===== src/rtl/reg_write_arbitration_pkg.sv =====
// ---------------------------------------------------------------------------
// reg_write_arbitration_pkg
// Shared constants and helpers for the register hold / writeback path.
// The read path's select logic uses the same onehot16 decoder, so both
// sides agree on the bit order of hold and write-enable vectors.
// ---------------------------------------------------------------------------
package reg_write_arbitration_pkg;

    localparam int REG_IDX_W = 4;
    localparam int NREGS     = 16;
    localparam int DATA_W    = 32;

    typedef logic [REG_IDX_W-1:0] reg_idx_t;

    function automatic logic [NREGS-1:0] onehot16(input reg_idx_t idx);
        logic [NREGS-1:0] v;
        v      = '0;
        v[idx] = 1'b1;
        return v;
    endfunction

endpackage


===== src/rtl/reg_write_arbitration_rr_arb2.sv =====
// ---------------------------------------------------------------------------
// rr_arb2
// Two-way round-robin grant. A lone request is granted; when both request,
// the source named by prio wins and prio toggles so the other goes next.
// Ports:
//   clk, rst_n   clock, asynchronous active-low reset
//   en           grant enable (low during flush: no grants, prio frozen)
//   req0, req1   requests from source 0 / 1
//   gnt0, gnt1   combinational grants
// ---------------------------------------------------------------------------
module rr_arb2 (
    input  logic clk,
    input  logic rst_n,
    input  logic en,
    input  logic req0,
    input  logic req1,
    output logic gnt0,
    output logic gnt1
);

    logic prio;
    logic contested;

    assign contested = en && req0 && req1;

    always_comb begin
        gnt0 = 1'b0;
        gnt1 = 1'b0;
        if (en) begin
            if (req0 && req1) begin
                gnt0 = ~prio;
                gnt1 = prio;
            end else begin
                gnt0 = req0;
                gnt1 = req1;
            end
        end
    end

    always_ff @(posedge clk or negedge rst_n) begin
        if (!rst_n) begin
            prio <= 1'b0;
        end else if (contested) begin
            prio <= ~prio;
        end
    end

endmodule


===== src/rtl/reg_write_arbitration.sv =====
// ---------------------------------------------------------------------------
// reg_write_arbitration
// Owns the 16-bit register hold vector and merges results from the ALU
// (res0) and memory (res1) sources into one register-file write per cycle.
// Ports:
//   clk, rst_n                 clock, asynchronous active-low reset
//   flush                      clears all holds, blocks claims and results
//   claim_valid/reg/ready      dispatch claim of a destination register
//   resN_valid/reg/data/ready  result sources 0 and 1 (valid/ready handshake)
//   wr_en, wr_data             registered one-hot write to the register file
//   hold_Q                     registered per-register hold bits
//   err_unheld                 one-cycle pulse: result for an unheld register
// ---------------------------------------------------------------------------
module reg_write_arbitration #(
    parameter int DATA_W = 32,
    parameter int NREGS  = 16
) (
    input  logic              clk,
    input  logic              rst_n,
    input  logic              flush,
    input  logic              claim_valid,
    input  logic [3:0]        claim_reg,
    output logic              claim_ready,
    input  logic              res0_valid,
    input  logic [3:0]        res0_reg,
    input  logic [DATA_W-1:0] res0_data,
    output logic              res0_ready,
    input  logic              res1_valid,
    input  logic [3:0]        res1_reg,
    input  logic [DATA_W-1:0] res1_data,
    output logic              res1_ready,
    output logic [NREGS-1:0]  wr_en,
    output logic [DATA_W-1:0] wr_data,
    output logic [NREGS-1:0]  hold_Q,
    output logic              err_unheld
);

    import reg_write_arbitration_pkg::*;

    localparam logic [0:0] ST_IDLE  = 1'b0;
    localparam logic [0:0] ST_WRITE = 1'b1;

    logic              gnt0_p0;
    logic              gnt1_p0;
    logic              acc_p0;
    reg_idx_t          sel_idx_p0;
    logic [DATA_W-1:0] sel_data_p0;
    logic              held_p0;

    logic [0:0]        state_p1;
    reg_idx_t          wr_idx_p1;

    logic [NREGS-1:0]  hold_set;
    logic [NREGS-1:0]  hold_nxt;

    // ---- stage p0: arbitration, claim check ----
    rr_arb2 u_arb (
        .clk  (clk),
        .rst_n(rst_n),
        .en   (!flush),
        .req0 (res0_valid),
        .req1 (res1_valid),
        .gnt0 (gnt0_p0),
        .gnt1 (gnt1_p0)
    );

    assign res0_ready = gnt0_p0;
    assign res1_ready = gnt1_p0;
    assign acc_p0     = gnt0_p0 || gnt1_p0;

    always_comb begin
        sel_idx_p0  = res0_reg;
        sel_data_p0 = res0_data;
        if (gnt1_p0) begin
            sel_idx_p0  = res1_reg;
            sel_data_p0 = res1_data;
        end
    end

    assign held_p0 = hold_Q[sel_idx_p0];

    // A held register whose write is landing this cycle may be reclaimed
    // immediately; the set below overrides the clear.
    assign claim_ready = claim_valid && !flush &&
                         (!hold_Q[claim_reg] || wr_en[claim_reg]);

    always_comb begin
        hold_set = '0;
        if (claim_ready) begin
            hold_set = onehot16(claim_reg);
        end
        if (flush) begin
            hold_nxt = '0;
        end else begin
            hold_nxt = (hold_Q & ~wr_en) | hold_set;
        end
    end

    always_ff @(posedge clk or negedge rst_n) begin
        if (!rst_n) begin
            hold_Q <= '0;
        end else begin
            hold_Q <= hold_nxt;
        end
    end

    // ---- stage p1: register-file write ----
    always_ff @(posedge clk or negedge rst_n) begin
        if (!rst_n) begin
            state_p1   <= ST_IDLE;
            wr_idx_p1  <= '0;
            wr_data    <= '0;
            err_unheld <= 1'b0;
        end else begin
            err_unheld <= acc_p0 && !held_p0;
            if (acc_p0 && held_p0) begin
                state_p1  <= ST_WRITE;
                wr_idx_p1 <= sel_idx_p0;
                wr_data   <= sel_data_p0;
            end else begin
                state_p1  <= ST_IDLE;
            end
        end
    end

    assign wr_en = (state_p1 == ST_WRITE) ? onehot16(wr_idx_p1) : '0;

endmodule


===== config.mk =====
export PLATFORM = sky130hd
export DESIGN_NAME = reg_write_arbitration
export DESIGN_NICKNAME = d
export VERILOG_FILES = /design/src/rtl/reg_write_arbitration_pkg.sv /design/src/rtl/reg_write_arbitration_rr_arb2.sv /design/src/rtl/reg_write_arbitration.sv
export SDC_FILE = /design/constraint.sdc
export NUM_CORES = 1
export LEC_CHECK = 0
export ABC_CLOCK_PERIOD_IN_PS = 3380
export BUFFER_PORTS_ARGS = -buffer_cell sky130_fd_sc_hd__buf_2
export CORE_ASPECT_RATIO = 1.2
export CORE_MARGIN = 2
export CORE_UTILIZATION = 47
export DETAILED_ROUTE_END_ITERATION = 10
export GPL_TIMING_DRIVEN = 0
export PLACE_DENSITY = 0.77
export SKIP_LAST_GASP = 1
export SYNTH_ARGS = -nofsm -noshare
export SYNTH_HDL_FRONTEND = slang
export SYNTH_HIERARCHICAL = 1
export SYNTH_SLANG_ARGS = --single-unit
export TNS_END_PERCENT = 100

===== constraint.sdc =====
create_clock -name clk -period 3.38 [get_ports clk]
set_clock_uncertainty 0.1 [all_clocks]
set_input_delay 0.676 -clock clk [delete_from_list [all_inputs] [get_ports clk]]
set_output_delay 0.676 -clock clk [all_outputs]
set_load 0.01 [all_outputs]

==> Word level (Yosys, flattened, before mapping) <==
Cells that the tools add are included.
{ "word_totals": {"reg_bits": 55, "inputBits": 82, "output_inout_bits": 68, "wordCells": 49} }
{ "classes": {"magnitude_cmp": 5, "mux": 20, "n_bitwise": 4, "n_reduce_logical": 14} }
{ "ops": {"columns": ["op", "n"], "rows": [
  ["$mux W16", 3],
  ["$mux W32", 1],
  ["$and A16 B16 Y16", 1],
  ["$not A16 Y16", 1],
  ["$or A16 B16 Y16", 1],
  ["$lt A4 B5 Y1 const B", 3],
  ["$bmux W1 S4", 3],
  ["$mux W1", 10],
  ["$logic_and A1 B1 Y1", 9],
  ["$demux W1 S4", 2],
  ["$ge A4 B1 Y1 const B", 2],
  ["$mux W4", 1],
  ["$logic_not A1 Y1", 3],
  ["$logic_or A1 B1 Y1", 2],
  ["$not A1 Y1", 1]
]} }

==> Longest topological paths before layout <==
Gate-level depths: netlist of run 1.
{ "depth": {"word_depth": 12, "mapped_depth": 12, "mapped_depth_nobuf": 9} }

==> By module <==
Netlist of run 1, hierarchy kept.
{ "modules_own_cells": {"columns": ["mod", "instances", "cells_per_inst", "area_each_um2", "seq_area_each_um2"], "rows": [
  ["reg_write_arbitration", 1, 265, 3206.8, 1351.3],
  ["rr_arb2", 1, 8, 60.1, 25.0]
]} }

==> Worst setup path before layout of run 1 <==
No wires, ideal clock.
{ "synth_timing": {"path_type": "input to register", "startpoint": "in flush", "endpoint": "reg wr_data[0]", "setup_ps": 125, "arrival_ps": 3179, "required_time_ps": 3155, "slack_ps": -24, "cell_stages": 12, "path_buffers": 3, "cell_sequence": "clkbuf_1 -> inv_1 -> nand2_1 -> a21oi_1 -> buf_6 -> mux2i_4 -> mux2i_1 -> a22oi_2 -> nand2_2 -> o22ai_4 -> buf_12 -> mux2_4"} }
{ "synth_via": {"elab_chain_cells": 5, "word_cells_on_any_way": 8, "classes_between": "mux (6); reduce/logical (2)"} }
{ "synth_rtl": {"columns": ["element", "line_no", "rtl"], "rows": [
  ["start: declaration", "reg_write_arbitration.sv:20", "input logic flush,"],
  ["$mux W1 *", "reg_write_arbitration_rr_arb2.sv:29", "if (en) begin"],
  ["named net res1_ready", "reg_write_arbitration.sv:31", "output logic res1_ready,"],
  ["$mux W4", "reg_write_arbitration.sv:74", "if (gnt1_p0) begin"],
  ["$bmux W1 S4", "reg_write_arbitration.sv:80", "assign held_p0 = hold_Q[sel_idx_p0];"],
  ["$mux W1 (not written as such)", "reg_write_arbitration.sv:80", null],
  ["$logic_and A1 B1 Y1", "reg_write_arbitration.sv:116", "if (acc_p0 && held_p0) begin"],
  ["end signal: assignment", "reg_write_arbitration.sv:119", "wr_data <= sel_data_p0;"],
  ["end: declaration", "reg_write_arbitration.sv:33", "output logic [DATA_W-1:0] wr_data,"]
]} }
The timed path passes the listed nets; every way through them passes the cells marked *. The select of a mux whose other input is x is not followed.
A chain may end at the register's enable or synchronous reset.

==> Worst setup path after layout of run 1 <==
{ "layout_timing": {"startpoint": "in flush", "endpoint": "reg wr_data[13]"} }
{ "layout_via": {"elab_chain_cells": 5, "word_cells_on_any_way": 8, "classes_between": "mux (6); reduce/logical (2)"} }
{ "layout_rtl": {"columns": ["element", "line_no"], "rows": [
  ["$mux W1", "reg_write_arbitration_rr_arb2.sv:29"],
  ["$mux W4", "reg_write_arbitration.sv:74"],
  ["$bmux W1 S4", "reg_write_arbitration.sv:80"],
  ["$mux W1 (not written as such)", "reg_write_arbitration.sv:80"],
  ["$logic_and A1 B1 Y1", "reg_write_arbitration.sv:116"]
]} }
Several ways; a longest one is shown, not always the timed one. The select of a mux whose other input is x is not followed.

==> results of run 1 <==
[stage by stage]
| step | TNS [ns] | cells | setup WS, ns | util | area, µm² |
|---|---|---|---|---|---|
| final | 0 | 518 | 0.134 | 0.630 | 4260 |
| after global routing | 0 | 518 | 0.0204 | 0.630 | 4260 |
| after CTS | 0 | 514 | 0.0496 | 0.621 | 4210 |
| after detailed placement | -13.45 | 506 | -0.420 | 0.606 | 4110 |
| after global placement | -12.29 | 506 | -0.380 | 0.606 | 4110 |
| after floorplan | 0 | 273 | 0.00216 | - | 3270 |
[cell families (layout without fill, tap and decap cells)]
| group | count (synthesis) | after routing |
|---|---|---|
| flops | 55 | 55 |
| compound gates | 39 | 39 |
| xor+xnor | 5 | 5 |
| mux | 81 | 81 |
| simple gates | 55 | 55 |
| buf+inv | 38 | 196 |
[power groups by stage]
stage | sequential (W) | clock, W | combinational, W
detailed placement | 0.00101 | 0 | 0.00111
floorplan | 0.00111 | 0 | 0.000617
finish | 0.00101 | 0.000361 | 0.00112
global route | 0.00104 | 0.000395 | 0.00120
CTS | 0.00102 | 0.000372 | 0.00112
global placement | 0.00102 | 0 | 0.00108
[worst paths after layout]
path                          endpoint  cells past startpoint  slack, ns
max                        wr_data[13]                     14       0.13
min                        wr_data[23]                      1       0.27
max reg2reg                wr_data[13]                     12       0.52
min reg2reg                 u_arb/prio                      1       0.41
max in group asynchronous   hold_Q[14]                      2       2.32
min in group clk            u_arb/prio                      1       0.41
[flip-flops by register name, summed over array words and instances, names as in the netlist]
name	flops
err_unheld	1
state_p1	1
u_arb/prio	1
wr_data	32
wr_idx_p1	4
hold_Q	16
[cell usage in the layout, fill, tap and decap left out, types with 4 or more instances in the layout]
master    Yosys  final
nor2_1       16     16
clkbuf_8      0      5
o32ai_1      18     18
inv_1        22     22
mux4_2        5      5
a21oi_1       8      8
clkbuf_1     12     11
buf_2         0    146
mux2i_1       9      9
nand3_1       5      5
mux2_4       28     28
nor3_1        4      4
mux2_2       38     38
nand3b_1      5      5
dfrtp_1      55     55
nand2_1      16     16
buf_12        3      6
[routing by layer]
metal	up-vias	GRT usage
met5	-	0
met4	0	0.100
met1	1344	0.264
li1	1305	-
met2	143	0.393
met3	26	0.0445
[cell type report]
type,instances,area (µm²)
Inverter,22,82.6
Fill cell,582,2510
Tap cell,87,109
Clock inverter,2,12.5
Timing Repair Buffer,151,806
Sequential cell,55,1380
Clock buffer,6,72.6
Buffer,15,114
Multi-Input combinational cell,180,1690
[what timing repair did]
action / CTS / global route
setup endpoints to repair: 28 / 29
pin swaps: 0 / 1
resized for setup: 0 / 2
setup buffers: 1 / 3
==> impl_metrics.py, run 1 <==
metrics = {
    "synth": {
        "yosysWarnings": 6,
        "syn-num-nets": 355,
        "syn_inst": 273,
        "synth_top_area_share": 0.421,
        "yosysTopAreaCell": "dfrtp_1",
        "synth_seq_cells": 55,
        "syn_area_um2": 3270,
        "synth_area_per_cell_um2": 12.0,
        "synth_cell_type_count": 33,
        "synthFlopType": "dfrtp_1",
        "synth_compound_area_frac": 0.0954,
        "synth_mux_area_frac": 0.329,
        "seq_area_frac_synth": 0.421,
        "synth_top_family_by_area": "multiplexers",
        "synth_xor_area_frac": 0.0134,
        "ys_top_cells_by_count": "dfrtp_1 (55), mux2_2 (38), mux2_4 (28), inv_1 (22), o32ai_1 (18)",
        "synth.most_common_cell": "dfrtp_1",
        "synth.area.top_cells": "dfrtp_1 (42%), mux2_2 (13%), mux2_4 (13%)",
        "async_flop_share": 1.00,
        "yosys.area_share.simple": 0.0804,
        "synth_adder_area_share": 0,
        "synth-edff-count": 0,
    },
    "drt": {
        "routed_via_density": 5.44,
        "dr_wl_met2_um": 4410,
        "firstDrtPassIters": 4,
        "detail-route-antenna-nets": 0,
        "dr_wl_met3_um": 578,
        "met1Wirelength_um": 3230,
        "top_layer": "met4",
        "drt_iter0_markers": 199,
        "drt_wl_total_um": 8480,
        "routed-via-count": 2818,
        "wl_per_cell_um": 16.4,
        "drc": 0,
    },
    "finish": {
        "antenna_cells": 0,
        "final_nets": 512,
        "syn_to_final_growth_pct": 30.5,
        "drive_gt1_frac": 0.557,
    },
    "setup_path": {
        "worstPathRequired_ns": 3.47,
        "worst_path_max_delay_cell": "mux2_4",
        "start_kind": "input port",
        "end_kind": "flip-flop",
        "worstPathArrival_ns": 3.34,
        "critPathTopFamily": "buffers and inverters",
        "path_buf_inv": 6,
        "crit_chain": "clkbuf_1, inv_1, nand2_1, a21oi_1, buf_6, mux2i_4, buf_12, mux2i_1, a22oi_2, nand2_2, o22ai_4, buf_12, buf_12, mux2_4",
        "crit_fanout": 15,
        "criticalPathCategory": "input port to flip-flop",
        "timing.rr.start": "u_arb/prio",
        "crit_path_start": "flush",
        "cpPeakStageDelay_ns": 0.30,
        "crit_top_cell": "buf_12",
    },
    "clocking": {
        "cts-buffers-inserted": 5,
        "cts_sinks": 55,
        "cts_hold_buf": 0,
        "root_buffer": "clkbuf_8",
        "cts-htree-levels": 2,
        "worstSkewPairLatency_ns": 0.31,
        "cts_tree": "built",
        "clock_path_buffers": 2,
        "clk_pin_slew_ns": 0.10,
    },
    "floorplan": {
        "io_pins": 150,
        "fp.coreArea_um2": 6770,
        "dieWidth_um": 80.1,
        "start_util": 0.482,
        "die_h_um": 95.3,
        "die-area_um2": 7640,
        "num_rows": 33,
    },
    "sta": {
        "period_needed_ns": 3.25,
        "timing.hold.ws_ns": 0.275,
        "setup_viol": 0,
        "relSlewSlack": 0.581,
        "rsz0062_at_grt": "false",
        "drv_slew": 0,
        "tightestPinTransition_ns": 0.628,
        "hold_viol_final": 0,
        "fin_crit_sh": 0.960,
        "fmax_mhz": 308,
    },
    "grt": {
        "grt_pass1_vias": 2847,
        "grt.total_usage": 0.224,
        "grt_overflow": 0,
        "grt_pass1_wl_um": 13200,
        "antenna_found_initial": 0,
        "grt_max_degree": 56,
    },
    "pwr": {
        "vdd_drop_max_mv": 0.367,
        "p_clk_frac": 0.144,
        "p_leak_nw": 2.05,
        "totalPowerFinal_w": 0.00250,
        "swShare": 0.344,
        "switchingPower_w": 0.000858,
        "power_density_nw_per_um2": 586,
        "comb_power_share": 0.450,
        "seqPwrFrac": 0.406,
        "p_int_w": 0.00164,
    },
    "placed_design": {
        "dp_hpwl_um": 6510,
        "buffer_ports.inserted": 146,
        "gp_congestion": 0.962,
    },
    "worst_hold_path": {
        "hold_path_class": "input port to async pin",
    },
    "flow_run": {
        "cap_viol_max_count": 0,
    },
    "outcome": {
        "status": "completed",
    },
}
Note: power is estimated with default switching activity, not from simulation.
==> run 2: changes to the inputs <==
==> constraint.sdc (replaced) <==
create_clock -name clk -period 3.38 [get_ports clk]
set_clock_uncertainty 0.1 [all_clocks]
set_input_delay 0.676 -clock clk [delete_from_list [all_inputs] [get_ports clk]]
set_output_delay 0.676 -clock clk [all_outputs]
set_load 0.05 [all_outputs]
==> run 2 against run 1 <==
Register-to-register slack got worse by 0.14 ns. Sequential power barely moved. Hold slack improved by 0.015 ns. Die area did not move. Clock-buffer cell count did not move. Critical path depth fell by 9. Clock power rose by 26%. Final cell count fell by 0.77%. Critical path type is now input port to output pin. Critical endpoint is now claim_ready. Largest cell class unchanged. Largest power group unchanged. Highest routed layer unchanged.
==> impl_metrics.py, run 2 (synthesis results as in run 1) <==
metrics = {
    "finish": {
        "syn_to_final_growth_pct": 30.3,
        "largest-register": "wr_data",
        "final_nets": 508,
        "drive_gt1_frac": 0.564,
        "largest_reg_flops": 32,
        "reg_top3": "wr_data: 32 flops, hold_Q: 16 flops, wr_idx_p1: 4 flops",
        "final_common_cell": "buf_2",
        "antenna_cells": 0,
        "final_cell_mix": "buf_2 (145), dfrtp_1 (55), mux2_2 (38)",
        "post-route-util": 0.629,
    },
    "pwr": {
        "p_int_w": 0.00172,
        "p_leak_nw": 2.04,
        "vdd_drop_max_mv": 0.579,
        "seqPwrFrac": 0.313,
        "comb_power_share": 0.547,
        "p_clk_frac": 0.140,
        "totalPowerFinal_w": 0.00325,
        "swShare": 0.469,
        "switchingPower_w": 0.00152,
        "power_density_nw_per_um2": 763,
    },
    "clocking": {
        "cts_hold_buf": 0,
        "cts-buffers-inserted": 5,
        "clk_pin_slew_ns": 0.10,
        "worstSkewPairLatency_ns": 0.31,
        "clock_path_buffers": 2,
        "cts_tree": "built",
        "cts_resized": 1,
        "cts_sinks": 55,
        "cts_setup_buffers": 0,
        "cts-htree-levels": 2,
        "root_buffer": "clkbuf_8",
    },
    "setup_path": {
        "worstPathRequired_ns": 2.60,
        "crit_chain": "clkbuf_2, mux4_2, mux4_2, a21oi_2, buf_2",
        "end_kind": "output pin",
        "criticalPathCategory": "input port to output pin",
        "start_kind": "input port",
        "cpPeakStageDelay_ns": 0.57,
        "crit_fanout": 9,
        "worst_path_max_delay_cell": "mux4_2",
        "critPathTopFamily": "multiplexers",
        "crit_top_cell": "mux4_2",
        "worstPathArrival_ns": 2.40,
        "path_buf_inv": 2,
    },
    "drt": {
        "drt_wl_total_um": 8570,
        "detail-route-antenna-nets": 0,
        "wl_per_cell_um": 16.7,
        "routed_via_density": 5.48,
        "routed-via-count": 2819,
        "drt_iter0_markers": 124,
        "firstDrtPassIters": 4,
        "drc": 0,
    },
    "sta": {
        "fin_crit_sh": 0.938,
        "drv_slew": 0,
        "relSlewSlack": 0.530,
        "hold_viol_final": 0,
        "fin_ws_ns": 0.209,
        "setup_tns_ns": 0,
        "fmax_mhz": 315,
        "tightestPinTransition_ns": 0.705,
        "rsz0062_at_grt": "false",
        "timing.hold.ws_ns": 0.289,
        "period_needed_ns": 3.17,
        "setup_viol": 0,
    },
    "grt": {
        "grt.total_usage": 0.227,
        "grt_overflow": 0,
        "antenna_found_initial": 0,
        "grt_pass1_vias": 2787,
        "grt_pass1_wl_um": 13300,
        "grt_max_degree": 56,
    },
    "floorplan": {
        "io_pins": 150,
        "die-area_um2": 7640,
        "fp.coreArea_um2": 6770,
        "die_h_um": 95.3,
        "num_rows": 33,
        "dieWidth_um": 80.1,
        "start_util": 0.482,
    },
    "flow_run": {
        "cap_viol_max_count": 0,
    },
    "placed_design": {
        "gp_congestion": 0.926,
        "place_ws_ns": -0.0985,
        "dp_hpwl_um": 6580,
        "buffer_ports.inserted": 146,
    },
    "outcome": {
        "status": "completed",
    },
    "worst_hold_path": {
        "hold_path_class": "input port to async pin",
    },
}
## run 2: layer usage
layer,global-route usage,share of wire,up-vias
met5,0,0,-
met4,0.0932,0.024,0
met3,0.0369,0.060,20
met2,0.385,0.51,121
met1,0.287,0.40,1383
li1,-,-,1295
## run 2: worst paths after layout
path,end,slack (ns),depth (start not counted),start
setup / recovery,claim_ready,0.21,5,claim_reg[0]
hold / removal,hold_Q[9],0.29,1,rst_n
setup reg to reg,wr_data[30],0.38,10,u_arb/prio
hold reg to reg,wr_data[24],0.41,1,wr_data[24]
max in group asynchronous,wr_data[2],2.40,1,rst_n
min in group clk,wr_data[24],0.41,1,wr_data[24]
## run 2: power groups by stage
stage          clock network (W)  registers [W]  logic (W)
3_3_place_gp                   0        0.00102    0.00175
4_1_cts                 0.000468        0.00102    0.00178
2_1_floorplan                  0        0.00173   0.000657
3_5_place_dp                   0        0.00101    0.00179
6_report                0.000456        0.00102    0.00178
5_1_grt                 0.000488        0.00104    0.00186
## run 2: area by class of cell
cell class                 instances  area (µm²)
inverter                          22        85.1
multi-input combinational        180        1710
sequential                        55        1380
timing repair buffer             146         733
fill                             575        2510
clock buffer                       6        82.6
tap                               87         109
buffer                            16         128
clock inverter                     2        35.0
## run 2: through the flow
stage                     area, µm²  std cells
after global placement         4140        506
after detailed placement       4140        506
after CTS                      4260        514
after global routing           4260        514
after floorplan                3300        273
final                          4260        514
## run 2: worst register-to-register path, stage by stage, from the launching register on
cell	delay, ns
dfrtp_1	0.40
inv_1	0.09
a21oi_4	0.16
buf_6	0.14
mux2i_4	0.48
mux2i_1	0.20
a22oi_2	0.27
nand2_2	0.11
o22ai_4	0.40
buf_12	0.22
mux2_4	0.31
==> run 3: changes to the inputs <==
--- a/config.mk
+++ b/config.mk
@@ -7,12 +7,14 @@
 export LEC_CHECK = 0
 export ABC_CLOCK_PERIOD_IN_PS = 3380
 export BUFFER_PORTS_ARGS = -buffer_cell sky130_fd_sc_hd__buf_2
+export CELL_PAD_IN_SITES_DETAIL_PLACEMENT = 2
+export CELL_PAD_IN_SITES_GLOBAL_PLACEMENT = 2
 export CORE_ASPECT_RATIO = 1.2
 export CORE_MARGIN = 2
-export CORE_UTILIZATION = 47
+export CORE_UTILIZATION = 29
 export DETAILED_ROUTE_END_ITERATION = 10
 export GPL_TIMING_DRIVEN = 0
-export PLACE_DENSITY = 0.77
+export PLACE_DENSITY = 0.78
 export SKIP_LAST_GASP = 1
 export SYNTH_ARGS = -nofsm -noshare
 export SYNTH_HDL_FRONTEND = slang
==> run 3 against run 2 <==
Setup slack worse by 0.074 ns. Clock power is 23% higher. Routed wire length is 30% higher. First-iteration DRC count is 70% lower. Sequential share of layout area is 1.0 points lower. Sequential power hardly changed. Core utilization is 23 points lower. Largest power group unchanged. Highest routed layer is now met5.
==> impl_metrics.py, run 3 (synthesis results as in run 1) <==
metrics = {
    "setup_path": {
        "reg2reg_slack_ns": 0.35,
        "reg2reg_depth": 11,
        "end_kind": "output pin",
        "reg2reg_to": "wr_data[4]",
        "criticalPathCategory": "input port to output pin",
        "start_kind": "input port",
        "worstPathArrival_ns": 2.47,
        "cpPeakStageDelay_ns": 0.59,
        "crit_fanout": 9,
        "worst_path_max_delay_cell": "mux4_2",
        "crit_path_start": "claim_reg[0]",
        "crit_top_cell": "mux4_2",
        "worstPathRequired_ns": 2.60,
        "crit_chain": "clkbuf_2, mux4_2, mux4_2, a21oi_2, buf_2",
        "timing.rr.start": "u_arb/prio",
        "endpoint": "claim_ready",
    },
    "finish": {
        "post-route-util": 0.400,
        "n_fill_cell": 1201,
        "largest-register": "wr_data",
        "syn_to_final_growth_pct": 34.5,
        "multi_input_area_um2": 1710,
        "reg_top3": "wr_data: 32 flops, hold_Q: 16 flops, wr_idx_p1: 4 flops",
        "regArea_um2": 1380,
        "largest_reg_flops": 32,
        "final_nets": 511,
        "final_cell_mix": "buf_2 (145), dfrtp_1 (55), mux2_2 (38)",
        "instances_no_fill": 563,
        "drive_gt1_frac": 0.567,
        "final_common_cell": "buf_2",
    },
    "drt": {
        "drt_wl_total_um": 11100,
        "drt_iter0_markers": 37,
        "routed_via_density": 5.02,
        "wl_per_cell_um": 19.8,
        "firstDrtPassIters": 4,
        "routed-via-count": 2824,
        "drc": 0,
        "detail-route-antenna-nets": 0,
    },
    "clocking": {
        "clock_path_buffers": 2,
        "cts_tree": "built",
        "clk_pin_slew_ns": 0.07,
        "cts_sinks": 55,
        "cts_hold_buf": 0,
        "cts-htree-levels": 2,
        "root_buffer": "clkbuf_16",
        "cts-buffers-inserted": 5,
        "worstSkewPairLatency_ns": 0.30,
    },
    "sta": {
        "hold_viol_final": 0,
        "period_needed_ns": 3.25,
        "fin_crit_sh": 0.960,
        "fin_ws_ns": 0.134,
        "drv_slew": 0,
        "fmax_mhz": 308,
        "relSlewSlack": 0.517,
        "rsz0062_at_grt": "false",
        "tightestPinTransition_ns": 0.724,
        "setup_viol": 0,
    },
    "outcome": {
        "status": "completed",
    },
    "pwr": {
        "p_int_w": 0.00181,
        "vdd_drop_max_mv": 0.460,
        "p_leak_nw": 2.08,
        "swShare": 0.469,
        "totalPowerFinal_w": 0.00341,
        "power_density_nw_per_um2": 776,
        "comb_power_share": 0.535,
        "p_clk_frac": 0.165,
        "switchingPower_w": 0.00160,
        "seqPwrFrac": 0.301,
    },
    "grt": {
        "grt_pass1_vias": 3247,
        "grt_overflow": 0,
        "grt_max_degree": 56,
        "antenna_found_initial": 1,
        "grt_pass1_wl_um": 17500,
        "grt.total_usage": 0.188,
    },
    "floorplan": {
        "start_util": 0.297,
        "die_h_um": 120,
        "num_rows": 42,
        "dieWidth_um": 101,
        "fp.coreArea_um2": 11000,
        "die-area_um2": 12100,
        "io_pins": 150,
    },
    "flow_run": {
        "cap_viol_max_count": 0,
    },
    "placed_design": {
        "gp_congestion": 0.793,
        "dp.cells": 551,
        "buffer_ports.inserted": 146,
        "place_ws_ns": -0.339,
        "dp_hpwl_um": 8870,
    },
    "worst_hold_path": {
        "hold_path_class": "input port to async pin",
    },
}
run 3: area by class of cell:
class                      count  area share
multi-input combinational    180       0.389
clock inverter                 1     0.00171
timing repair buffer         149       0.175
clock buffer                   7      0.0347
antenna                        1    0.000569
tap                          132      0.0376
buffer                        16      0.0290
sequential                    55       0.313
inverter                      22      0.0194
run 3: what timing repair did:
item,in CTS,in global routing
resized for setup,1,0
endpoints found under the hold margin,0,0
setup buffers,3,0
setup endpoints to repair,8,0
run 3: through the flow:
step / hold WS, ns / setup TNS, ns / area, µm²
detailed placement: 0.389 / -10.74 / 4190
floorplan: 0.280 / 0 / 3300
finish: 0.325 / 0 / 4390
global placement: 0.385 / -5.39 / 4190
CTS: 0.408 / 0 / 4390
global route: 0.388 / 0 / 4390
run 3: critical path, delay by kind of cell:
| kind | cells | cell delay [ns] |
|---|---|---|
| buf+inv | 2 | 0.55 |
| compound gates | 1 | 0.14 |
| mux | 2 | 1.09 |
run 3: power by group through the flow:
| stage | Sequential (W) | Clock (W) | Combinational, W |
|---|---|---|---|
| after floorplan | 0.00173 | 0 | 0.000657 |
| after global placement | 0.00102 | 0 | 0.00178 |
| after detailed placement | 0.00103 | 0 | 0.00183 |
| after CTS | 0.00103 | 0.000581 | 0.00184 |
| after global routing | 0.00106 | 0.000603 | 0.00192 |
| final | 0.00103 | 0.000561 | 0.00182 |
run 3: worst min-delay path by stage:
stage,startpoint,end,slack (ns),depth (start not counted)
floorplan,rst_n,err_unheld,0.28,0
global placement,wr_data[18],wr_data[18],0.39,1
detailed placement,wr_data[21],wr_data[21],0.39,1
CTS,u_arb/prio,u_arb/prio,0.41,1
global route,rst_n,wr_data[23],0.39,1
finish,rst_n,wr_data[13],0.33,1
run 3: metal layers:
metal  up-vias  track usage  wire length, µm
li1       1301            -                -
met1      1393        0.214             4310
met2       114        0.340             5810
met3        14       0.0497              802
met4         2       0.0608              196
met5         -            0               11
